## config.mk

```make
export PLATFORM = sky130hd
export DESIGN_NAME = load_sequencer
export DESIGN_NICKNAME = d
export VERILOG_FILES = /design/src/rtl/load_pkg.sv /design/src/rtl/SignExtender.sv /design/src/rtl/load_sequencer.sv
export SDC_FILE = /design/constraint.sdc
export NUM_CORES = 1
export LEC_CHECK = 0
export ABC_AREA = 1
export CORE_MARGIN = 3
export CORE_UTILIZATION = 48
export CTS_CLUSTER_SIZE = 25
export DETAILED_ROUTE_END_ITERATION = 16
export GPL_ROUTABILITY_DRIVEN = 1
export PLACE_DENSITY = 0.78
export SLEW_MARGIN = 5
export SYNTH_ARGS = -nofsm -noshare
export SYNTH_HDL_FRONTEND = slang
export SYNTH_HIERARCHICAL = 1
export SYNTH_SLANG_ARGS = --single-unit
export TNS_END_PERCENT = 100
```

## constraint.sdc

```tcl
create_clock -name clk -period 2.1 [get_ports clk]
set_input_delay 0.315 -clock clk [delete_from_list [all_inputs] [get_ports clk]]
set_output_delay 0.315 -clock clk [all_outputs]
set_load 0.02 [all_outputs]
```

## src/rtl/load_pkg.sv

```systemverilog
// load_pkg: shared types, beat counts and alignment rule for load_sequencer
package load_pkg;
    typedef enum logic [1:0] {BYTE, HALF, WORD, ILLEGAL} load_size_t;
    typedef enum logic [1:0] {IDLE, READ, DONE} load_state_t;
    localparam logic [2:0] BEATS_BYTE = 3'd1;
    localparam logic [2:0] BEATS_HALF = 3'd2;
    localparam logic [2:0] BEATS_WORD = 3'd4;
    function automatic logic [2:0] beats(input load_size_t s);
        return s == BYTE ? BEATS_BYTE : s == HALF ? BEATS_HALF : BEATS_WORD;
    endfunction
    function automatic logic misaligned(input load_size_t s, input logic [1:0] a);
        return s == ILLEGAL || (s == HALF && a[0]) || (s == WORD && a != 2'b00);
    endfunction
endpackage

```

## src/rtl/SignExtender.sv

```systemverilog
// SignExtender: widens narrow to wide, filling with the top bit when signExtend is set, else zeros
//   narrow     in  INPUT_WIDTH  value to widen
//   signExtend in  1            1 = replicate narrow MSB, 0 = zero fill
//   wide       out OUTPUT_WIDTH widened value
module SignExtender #(
    parameter int INPUT_WIDTH  = 8,
    parameter int OUTPUT_WIDTH = 32
) (
    input  logic [INPUT_WIDTH-1:0]  narrow,
    input  logic                    signExtend,
    output logic [OUTPUT_WIDTH-1:0] wide
);
    assign wide = {{(OUTPUT_WIDTH-INPUT_WIDTH){signExtend & narrow[INPUT_WIDTH-1]}}, narrow};
endmodule

```

## src/rtl/load_sequencer.sv

```systemverilog
// load_sequencer: turns one load request into big-endian byte beats and returns the extended result
//   clk, reset                       clock, synchronous active-high reset
//   reqValid/reqReady/reqAddr/reqSize/reqSigned   request from the memory stage
//   memReq/memAddr/memData/memAck    byte-wide bus, one beat per memAck
//   respValid/respReady/respData/respError        registered result, held until taken
module load_sequencer
    import load_pkg::*;
#(
    parameter int ADDR_WIDTH = 32,
    parameter int DATA_WIDTH = 32
) (
    input  logic                  clk,
    input  logic                  reset,
    input  logic                  reqValid,
    output logic                  reqReady,
    input  logic [ADDR_WIDTH-1:0] reqAddr,
    input  logic [1:0]            reqSize,
    input  logic                  reqSigned,
    output logic                  memReq,
    output logic [ADDR_WIDTH-1:0] memAddr,
    input  logic [7:0]            memData,
    input  logic                  memAck,
    output logic                  respValid,
    input  logic                  respReady,
    output logic [DATA_WIDTH-1:0] respData,
    output logic                  respError
);
    load_state_t           state, nxt;
    load_size_t            size, rsize;
    logic [ADDR_WIDTH-1:0] addr;
    logic                  sgn, bad, last;
    logic [2:0]            beat;
    logic [DATA_WIDTH-1:0] asm_q, asm_nxt, ext8, ext16, ext;

    assign rsize   = load_size_t'(reqSize);
    assign bad     = misaligned(rsize, reqAddr[1:0]);
    assign last    = beat == beats(size) - 3'd1;
    // extension is taken from the value the final beat produces so respData is ready on entry to DONE
    assign asm_nxt = {asm_q[DATA_WIDTH-9:0], memData};

    SignExtender #(.INPUT_WIDTH(8), .OUTPUT_WIDTH(DATA_WIDTH)) u_ext8 (
        .narrow(asm_nxt[7:0]), .signExtend(sgn), .wide(ext8)
    );
    SignExtender #(.INPUT_WIDTH(16), .OUTPUT_WIDTH(DATA_WIDTH)) u_ext16 (
        .narrow(asm_nxt[15:0]), .signExtend(sgn), .wide(ext16)
    );

    assign ext       = size == BYTE ? ext8 : size == HALF ? ext16 : asm_nxt;
    assign reqReady  = state == IDLE;
    assign memReq    = state == READ;
    assign memAddr   = memReq ? addr + ADDR_WIDTH'(beat) : '0;
    assign respValid = state == DONE;

    always_ff @(posedge clk) begin
        if (reset) state <= IDLE;
        else state <= nxt;
    end

    always_comb begin
        nxt = state == IDLE ? (reqValid ? (bad ? DONE : READ) : IDLE) :
              state == READ ? (memAck && last ? DONE : READ) :
              (respReady ? IDLE : DONE);
    end

    always_ff @(posedge clk) begin
        if (reset) begin
            addr      <= '0;
            size      <= BYTE;
            sgn       <= 1'b0;
            beat      <= '0;
            asm_q     <= '0;
            respData  <= '0;
            respError <= 1'b0;
        end else if (state == IDLE && reqValid) begin
            addr      <= reqAddr;
            size      <= rsize;
            sgn       <= reqSigned;
            beat      <= '0;
            asm_q     <= '0;
            respData  <= '0;
            respError <= bad;
        end else if (state == READ && memAck) begin
            asm_q <= asm_nxt;
            beat  <= beat + 3'd1;
            if (last) respData <= ext;
        end
    end
endmodule

```

== After elaboration in Yosys (flattened, before gate mapping) ==
Index checks and enable logic that the tools add are counted.
Word-level totals
  word-level logic and storage cells: 43
  input bits: 48
  output and inout bits: 68
  bits in registers: 97
Cells by class
  add/subtract/negate cells: 3
  bitwise gates (word level): 2
  mux-type cells: 11
  eq/ne operators: 7
  reduce and logical (&&, ||, !) cells: 12
Operators with widths (count)
  32-bit 2-to-1 mux: 3
  32-bit by 3-bit adder with 32-bit output: 1
  2-bit 2-to-1 mux: 6
  2-bit by 1-bit == test with 1-bit output (second input constant): 3
  2-bit == test (second input constant): 3
  3-bit 2-to-1 mux: 2
  1-bit logical AND: 5
  2-bit logical NOT: 2
  3-bit by 1-bit adder with 3-bit output (second input constant): 1
  3-bit == test: 1
  3-bit by 1-bit subtractor with 3-bit output (second input constant): 1
  1-bit AND: 2
  1-bit logical OR: 2
  2-bit AND reduction: 1
  2-bit nonzero test: 1
  2-bit OR reduction: 1

== Longest topological paths before layout ==
Gate-level depths: netlist of the first run.
  word-level depth: 9
  mapped depth: 10
  mapped depth without buffers: 10

== Cells and area by module ==
The synthesis of the first run kept the hierarchy.
By module, submodules not included
  load_sequencer: area an instance 5501.5 sq um, cells each 926, instances 1, seq. area each 1941.9 sq um
  SignExtender: area an instance 240.2 sq um, cells each 33, instances 2, seq. area each 0.0 sq um

== Least setup slack after synthesis of the first run ==
No wires, ideal clock.
  path kind: register to output
  start point: reg beat[0]
  end point: out memAddr[22]
  arrival: 1.939 ns
  path buffers: 0
  data required time: 1.785 ns
  path slack: -0.154 ns
  cell stages (with the launch flop): 11
  cell sequence: dfxtp_1 -> ha_1 -> inv_1 -> fa_1 -> o21ai_2 -> nand2_1 -> nor2_2 -> nand2_1 -> nand2_1 -> nand2_1 -> nor2_1
Between the ends
  longest elaborated chain between the ends: 2
RTL lines
  start, declared: line load_sequencer.sv:32  | logic [2:0] beat;
  start signal, assigned: line load_sequencer.sv:84  | beat <= beat + 3'd1;
  32-bit by 3-bit adder with 32-bit output: line load_sequencer.sv:51  | assign memAddr = memReq ? addr + ADDR_WIDTH'(beat) : '0;
  32-bit 2-to-1 mux: line load_sequencer.sv:51
  end, declared: line load_sequencer.sv:20  | output logic [ADDR_WIDTH-1:0] memAddr,
No other way between the ends.

== Worst setup path in the final report of the first run ==
  start point: reg addr[0]
  end point: out memAddr[14]
Between the ends
  longest elaborated chain between the ends: 2
RTL lines
  start, declared: line load_sequencer.sv:30  | logic [ADDR_WIDTH-1:0] addr;
  start signal, assigned: line load_sequencer.sv:75  | addr <= reqAddr;
  32-bit by 3-bit adder with 32-bit output: line load_sequencer.sv:51
  32-bit 2-to-1 mux: line load_sequencer.sv:51
No other way between the ends.

==> metrics.txt, run 1 <==
outcome finished with violations; violated checks setup timing; hold path start asm_q[20]$_SDFFE_PP0P_; first drt pass iteration count 7; pwr dens 606 nW/µm²; Slew Viols, Final 0; syn nets 1045; largest net degree at the start of global routing 60; Netlist cell types 31; Worst Tran Pin Value 0.719 ns; WL per Instance 14.1 µm; Port-buffer cells 115; Worst R2R Start state[1]$_SDFF_PP0_; nature of the critical path endpoint output port; worst vdd ir 563 µV; Initial Util 49.4%; Final Cycle Share 124%; die height 118 µm; final HPWL from detailed placement 11500 µm; # setup viols final 30; Syn Area/Cell 6.03 µm²; core area 12100 µm²; Antenna diodes 0; Num CTS Buffers 9; CTS clk-pin slew, worst paths 0.07 ns; final worst slack -0.501 ns; Tmin final 2.60 ns; worst path bufs/invs 3; Hold Fails Final Rpt 0; routed vias 6521; CP max stage delay 0.37 ns; Die Span X 118 µm; top cells by area, synth dfxtp_1 32%, nand2_1 19%, nor2_1 9.0%; crit path DAT 2.29 ns; Post-Layout Cell Count 1282; crit-path leading delay family adder cells; post-synthesis cell count 992; Min-Delay Path Class reg -> reg; critical path, cell by cell ha_4 -> inv_2 -> fa_2 -> o21ai_4 -> nand2_2 -> nor2_4 -> buf_6 -> xnor2_2 -> nor2_1 -> buf_4; count of hold-fix buffers inserted at cts 0; Nets 1162; placed cells 1247; total track usage 23.9%; top_reg_cell synth dfxtp_1; commonest cells after routing, fill and taps aside 277 x nand2_1, 121 x nor2_1, 100 x inv_1, 97 x buf_4, 88 x dfxtp_1; routed wire length 18100 µm; startpoint types flop; DRC viols 0; CP required 1.78 ns; top cell type's share of synthesized area 32.5%; CTS tree built; initial antenna violation count 0; H-Tree Depth 3; # clock sinks 97; Yosys top cell by area dfxtp_1; FFs w/ async S/R, synth 0%; fmax 385 MHz; Final Skew 0.00581 ns; crit path launch addr[0]$_SDFFE_PP0P_; Lkg Pwr 3.41 nW; layout cells sized above 1 22.4%; GRT overflow 0; vias in the first global route 5837; IO Pins 116; DRT iter0 DRCs 466; antenna-violating nets left 0; Via density 5.09; clock latency on the worst-skew pair 0.35 ns; worst relative slew slack 52.0%; Setup WS pre-CTS -0.589 ns; CP max-delay cell dfxtp_2; crit path max fanout 5; first-pass GRT wire length 27700 µm; Layout area overhead 36.5%; RSZ-0062 raised after global routing yes; EDFF count, synth 0; Die ar. 13800 µm²; RD Place Congestion 0.846; most common cell after layout, fill and taps aside nand2_1; Min Hold Slack 0.449 ns; Synth Warn # 6; row count 40; Netlist Area Pre-Place 5980 µm²; Crit Path Category reg -> out; Max Cap Viol 0; post-synthesis sequential area ratio 32.5%; #FFs+latches synth 97; CTS Buffer Depth 2; CTS root buf clkbuf_16
==> through the flow <==
step                      TNS, ns  power [mW]  utilization (%)  area, µm²
after floorplan                 0        2.69                -       6000
after global placement     -10.52        3.02             60.1       7280
after detailed placement   -11.48        3.03             60.1       7280
after CTS                   -6.39        4.88             64.8       7850
after global routing       -11.09        5.15             67.4       8170
final                       -8.63        4.95             67.4       8170
==> layer usage <==
layer / global-route usage, % / vias up / routed length [µm]
met3: 5.38 / 68 / 1110
li1: - / 3233 / -
met2: 40.9 / 268 / 8760
met5: 0 / - / 0
met4: 10.3 / 0 / 848
met1: 28.9 / 2952 / 7360
==> layout make-up <==
type | count | area (µm²)
well taps | 168 | 210
multi-input cells | 674 | 3330
clock buffers | 11 | 243
fillers | 1034 | 3940
inverters | 117 | 443
repair buffers | 210 | 1900
flip-flops and latches | 97 | 1950
clock inverters | 5 | 85.1
==> sequential cells by signal (all words and copies together), names as in the netlist <==
signal / flops
state: 2
addr: 32
sgn: 1
respError: 1
respData: 32
size: 2
beat: 3
asm_q: 24
==> worst register-to-register path: stages (launching register included) <==
cell and delay [ns]:
dfxtp_1 0.31, inv_1 0.09, nand2_2 0.09, clkinv_2 0.18, buf_4 0.19, buf_8 0.22
nand2_1 0.19, inv_4 0.15, buf_4 0.21, o21ai_0 0.12, a21oi_1 0.21
==> final timing paths <==
path,to,slack [ns],cells past startpoint
hold reg to reg,asm_q[20]$_SDFFE_PP0P_,0.45,2
setup reg to reg,asm_q[23]$_SDFFE_PP0P_,0.05,10
setup / recovery,memAddr[14],-0.50,10
hold / removal,asm_q[20]$_SDFFE_PP0P_,0.45,2
==> timing repair <==
action,in CTS,in global routing
hold endpoints to repair,0,0
gates resized for setup,235,62
pin swaps,32,38
cloned,0,0
setup buffers,9,15
setup endpoints to repair,33,55
==> synthesized netlist by cell type (2+ instances only) <==
master	instances
inv_1	104
nand2_1	301
o21ai_0	46
nor2_1	144
clkbuf_1	21
a21oi_1	82
inv_2	13
a211oi_1	2
buf_6	3
nor3_1	4
buf_4	63
dfxtp_1	97
nor2_2	3
o21ai_1	8
buf_1	2
nand3_1	56
nand2_2	3
and3_1	9
nor2_4	2
ha_1	4
buf_2	15
==> power breakdown <==
| group | leakage (nW) | total [mW] | switching [mW] | internal, mW |
|---|---|---|---|---|
| sequential | 0.794 | 2.02 | 0.0851 | 1.94 |
| combinational | 2.46 | 1.08 | 0.642 | 0.439 |
| clock | 0.157 | 1.85 | 0.759 | 1.09 |
==> kinds of logic after synthesis <==
kind of cell             Yosys count  synth area share, %
AO/OA/AOI/OAI                    142                 12.2
XOR/XNOR                           3                0.565
adder cells (fa/ha/maj)            5                 1.17
buffers and inverters            221                 18.5
flip-flops                        97                 32.5
AND/OR/NAND/NOR                  524                 35.1
(Power assumes the default switching activity.)
==> inputs of run 2 (changes only) <==
Settings changed: MAX_ROUTING_LAYER set to met4.
==> metrics.txt, run 2 (synthesis gave the netlist of run 1 again) <==
outcome finished with violations; violated checks setup timing; vias in the first global route 5878 (+0.70%); Setup WS pre-CTS -0.677 ns (-0.0875 ns); H-Tree Depth 3 (unchanged); largest net degree at the start of global routing 60 (unchanged); most common cell after layout, fill and taps aside nand2_1; IO Pins 116 (unchanged); Tot Pwr 4.82 mW (-2.5%); layout cells sized above 1 22.4% (-0.090 points); pwr dens 588 nW/µm² (-3.0%); Slew Viols, Final 0 (unchanged); worst path bufs/invs 4 (+1); routed vias 6413 (-1.7%); Max Cap Viol 0 (unchanged); DRT iter0 DRCs 472 (+1.3%); Worst Tran Pin Value 0.746 ns (+0.0272 ns); startpoint types flop; CP required 1.78 ns (about the same); die height 118 µm (unchanged); final worst slack -0.434 ns (+0.0671 ns); nature of the critical path endpoint output port; most used cell, CP nand2_1; CTS Buffer Depth 2 (unchanged); CP Depth 12 (+2); CP max-delay cell dfxtp_2; CTS tree built; Final Skew 0.00661 ns (+0.000801 ns); CTS clk-pin slew, worst paths 0.07 ns (about the same); worst relative slew slack 50.1% (-1.8 points); clock latency on the worst-skew pair 0.35 ns (about the same); crit path max fanout 5 (unchanged); Core Util, Final 67.8% (+0.32 points); Min Hold Slack 0.453 ns (+0.00450 ns); DRC viols 0 (unchanged); Min-Delay Path Class reg -> reg; # clock sinks 97 (unchanged); critical path, cell by cell ha_4 -> inv_4 -> fa_2 -> o21ai_4 -> buf_4 -> nand2_2 -> inv_2 -> nand2_1 -> nand2_1 -> nand2_1 -> nor2_1 -> buf_4; Nets 1162 (unchanged); Via density 5.00 (-1.7%); CTS root buf clkbuf_16; Die ar. 13800 µm² (unchanged); Initial Util 49.4% (unchanged); routed wire length 17500 µm (-3.0%); setup TNS -8.60 ns (+0.0259 ns); initial antenna violation count 0 (unchanged); Hold Fails Final Rpt 0 (unchanged); worst vdd ir 338 µV (-40%); Num CTS Buffers 9 (unchanged); Antenna diodes 0 (unchanged); Largest regs addr x32, respData x32, asm_q x24; crit path DAT 2.22 ns (-0.07 ns); Layout area overhead 37.2%; final HPWL from detailed placement 11500 µm (-0.27%); first drt pass iteration count 5 (-2); Die Span X 118 µm (unchanged); core area 12100 µm² (unchanged); WL per Instance 13.7 µm (-3.0%); first-pass GRT wire length 27400 µm (-0.85%); Final Cycle Share 121% (-3.2 points); R2R cell count 10 (unchanged); crit-path leading delay family adder cells; RSZ-0062 raised after global routing yes; total track usage 24.2% (+0.29 points); count of hold-fix buffers inserted at cts 0 (unchanged); row count 40 (unchanged); Tmin final 2.53 ns (-0.0671 ns); # setup viols final 30 (unchanged); GRT overflow 0 (unchanged); hold-critical path depth 2 (unchanged); RD Place Congestion 0.888 (+5.0%); commonest cells after routing, fill and taps aside 284 x nand2_1, 120 x nor2_1, 99 x inv_1, 94 x buf_4, 88 x dfxtp_1; Lkg Pwr 3.38 nW (-1.0%); fmax 395 MHz (+2.6%); antenna-violating nets left 0 (unchanged); CP max stage delay 0.36 ns (about the same); Crit Path Category reg -> out; Port-buffer cells 115 (unchanged)
run 2: worst min-delay path, delay by kind of cell (launching register included):
family	cells	cell delay, ns
buffers and inverters	1	0.05
AOI/OAI and AO/OA	1	0.05
DFF	1	0.32
run 2: where the power goes:
part	leakage, nW	total (mW)	internal, mW	switching, mW
logic	2.44	1.07	0.436	0.634
registers	0.794	2.02	1.94	0.0834
clock network	0.145	1.73	0.945	0.788
total	3.38	4.82	3.32	1.51
run 2: cell type report:
cell class | instances | area, µm²
repair buffers | 210 | 1920
flip-flops and latches | 97 | 1950
multi-input cells | 674 | 3360
clock inverters | 7 | 87.6
well taps | 168 | 210
clock buffers | 9 | 225
fillers | 989 | 3910
inverters | 117 | 447
run 2: final timing paths:
path	startpoint	to	slack [ns]
max	beat[0]$_SDFFE_PP0P_	memAddr[24]	-0.43
min	asm_q[20]$_SDFFE_PP0P_	asm_q[20]$_SDFFE_PP0P_	0.45
max reg2reg	state[1]$_SDFF_PP0_	asm_q[23]$_SDFFE_PP0P_	0.19
min reg2reg	asm_q[20]$_SDFFE_PP0P_	asm_q[20]$_SDFFE_PP0P_	0.45
run 2: what timing repair did:
action,4_1_cts,5_1_grt
endpoints found under the setup margin,33,70
buffers inserted,12,11
gates cloned,0,0
pin swaps,27,26
gates resized for setup,234,64
run 2: routing by layer:
layer,part of all wire [%],GRT usage (%),wire (µm),vias to the layer above
met5,0,-,0,-
met4,3.0,8.50,535,0
met3,5.4,4.28,951,50
met2,50,41.3,8700,198
met1,42,28.9,7360,2923
li1,-,-,-,3242
run 2: stage by stage:
step | cell area, µm² | std cells
4_1_cts | 7880 | 1273
3_5_place_dp | 7270 | 1246
6_report | 8210 | 1282
2_1_floorplan | 6000 | 992
5_1_grt | 8210 | 1282
3_3_place_gp | 7270 | 1246
==> inputs of run 3 (changes only) <==
Settings changed: CAP_MARGIN set to 20.
==> metrics.txt, run 3 (synthesis gave the netlist of run 1 again) <==
outcome finished with violations; violated checks setup timing; final worst slack -0.409 ns (+0.0250 ns); core area 12100 µm² (unchanged); Slew Viols, Final 0 (unchanged); DRC viols 0 (unchanged); Die Span X 118 µm (unchanged); clock latency on the worst-skew pair 0.36 ns (about the same); Post-Layout Cell Count 1281 (-0.078%); fmax 399 MHz (+0.99%); Crit Path Category reg -> out; Lkg Pwr 3.41 nW (+0.76%); Via density 5.00 (about the same); crit path max fanout 4 (-1); Largest regs addr x32, respData x32, asm_q x24; antenna-violating nets left 0 (unchanged); Tmin final 2.51 ns (-0.0250 ns); placed cells 1247 (+0.080%); row count 40 (unchanged); CTS tree built; nature of the critical path endpoint output port; routed wire length 17700 µm (+0.71%); Worst Tran Pin Value 0.639 ns (-0.107 ns); IO Pins 116 (unchanged); most common cell after layout, fill and taps aside nand2_1; Met2 Routed Length 8660 µm (-0.49%); # setup viols final 29 (-3.3%); RD Place Congestion 0.888 (unchanged); hold path start asm_q[20]$_SDFFE_PP0P_; largest net degree at the start of global routing 60 (unchanged); CTS root buf clkbuf_16; Tot Pwr 4.99 mW (+3.5%); die height 118 µm (unchanged); metal3 WL 1140 µm (+19%); Initial Util 49.4% (unchanged); Core Util, Final 67.2% (-0.54 points); Nets 1161 (-0.086%); layout cells sized above 1 22.4% (about the same); CP required 1.78 ns (about the same); Met1 Routed Length 7270 µm (-1.2%); Layout area overhead 36.1%; count of hold-fix buffers inserted at cts 0 (unchanged); startpoint types flop; first-pass GRT wire length 28000 µm (+1.9%); top sig layer met4; RSZ-0062 raised after global routing yes; Num CTS Buffers 9 (unchanged); GRT overflow 0 (unchanged); CP max stage delay 0.37 ns (about the same); crit path launch addr[0]$_SDFFE_PP0P_; commonest cells after routing, fill and taps aside 279 x nand2_1, 121 x nor2_1, 99 x inv_1, 97 x buf_4, 89 x dfxtp_1; vias in the first global route 6050 (+2.9%); first drt pass iteration count 5 (unchanged); routed vias 6407 (-0.094%); Placed Instance Area 7290 µm² (+0.21%); CP max-delay cell fa_2; Final Cycle Share 119% (-1.2 points); WL per Instance 13.8 µm (+0.79%); CTS Buffer Depth 2 (unchanged); # clock sinks 97 (unchanged); critical path, cell by cell ha_4 -> inv_2 -> fa_2 -> o21ai_4 -> nand2_2 -> nor2_4 -> buf_6 -> xnor2_1 -> nor2_1 -> buf_4; Hold Fails Final Rpt 0 (unchanged); Max Cap Viol 0 (unchanged); Port-buffer cells 115 (unchanged); initial antenna violation count 0 (unchanged); crit path DAT 2.19 ns (-0.03 ns); Worst R2R Start state[1]$_SDFF_PP0_; H-Tree Depth 3 (unchanged); DRT iter0 DRCs 478 (+1.3%); CTS clk-pin slew, worst paths 0.08 ns (about the same); Final Skew 0.00795 ns (+0.00134 ns); final HPWL from detailed placement 11600 µm (+0.62%); Min-Delay Path Class reg -> reg; Antenna diodes 0 (unchanged); Final Cell Area 8140 µm² (-0.79%); pwr dens 613 nW/µm² (+4.4%); worst relative slew slack 57.4% (+7.2 points); total track usage 24.7% (+0.49 points); Die ar. 13800 µm² (unchanged); fill count 1038 (+5.0%); worst vdd ir 394 µV (+17%)
-- run 3: cell count changes in the layout (fill, tap and decap cells not counted), sizes merged --
cell	previous run	this run
bufinv	1	2
clkbuf	9	11
clkdlybuf4s15	2	1
clkinv	2	1
clkinvlp	2	1
inv	119	118
-- run 3: stage by stage --
stage               setup TNS (ns)  hold WS (ns)  worst slack (ns)
floorplan                        0         0.384           0.00452
global placement            -10.55         0.436            -0.551
detailed placement          -12.06         0.443            -0.664
CTS                          -6.79         0.452            -0.451
global route                -10.26         0.478            -0.520
finish                       -7.92         0.448            -0.409
-- run 3: path summary, 6_finish.rpt --
path	endpoint	cells past startpoint	slack [ns]
max	memAddr[14]	10	-0.41
min	asm_q[20]$_SDFFE_PP0P_	2	0.45
max reg2reg	asm_q[23]$_SDFFE_PP0P_	10	0.24
min reg2reg	asm_q[20]$_SDFFE_PP0P_	2	0.45
-- run 3: per-layer routing --
| layer | up-vias | track usage, % |
|---|---|---|
| met1 | 2886 | 28.8 |
| met3 | 50 | 4.66 |
| met2 | 247 | 41.8 |
| met4 | 0 | 10.4 |
| met5 | - | - |
| li1 | 3224 | - |
-- run 3: what timing repair did --
action	CTS	global route
buffers inserted	11	10
endpoints found under the setup margin	33	47
resized for setup	234	52
gates cloned	0	0
pin swaps	24	24
-- run 3: final cells by class --
type / instances / area, µm² / share of cell area [%]
Clock buffer: 11 / 253 / 3.10
Inverter: 117 / 444 / 5.46
Multi-Input combinational cell: 674 / 3300 / 40.5
Sequential cell: 97 / 1950 / 24.0
Timing Repair Buffer: 209 / 1890 / 23.3
Clock inverter: 5 / 85.1 / 1.05
Tap cell: 168 / 210 / 2.58
-- run 3: where the power goes --
group | internal, mW | switching, mW | total (mW)
registers | 1.94 | 0.0816 | 2.02
clock network | 1.12 | 0.800 | 1.92
logic | 0.434 | 0.625 | 1.06
total | 3.49 | 1.51 | 4.99
-- run 3: critical path, delay by kind of cell, from the launching register on --
family	cells	cell delay (ns)
buf+inv	3	0.32
fa+ha+maj	2	0.51
flops	1	0.35
compound gates	1	0.22
xor+xnor	1	0.05
simple gates	3	0.39
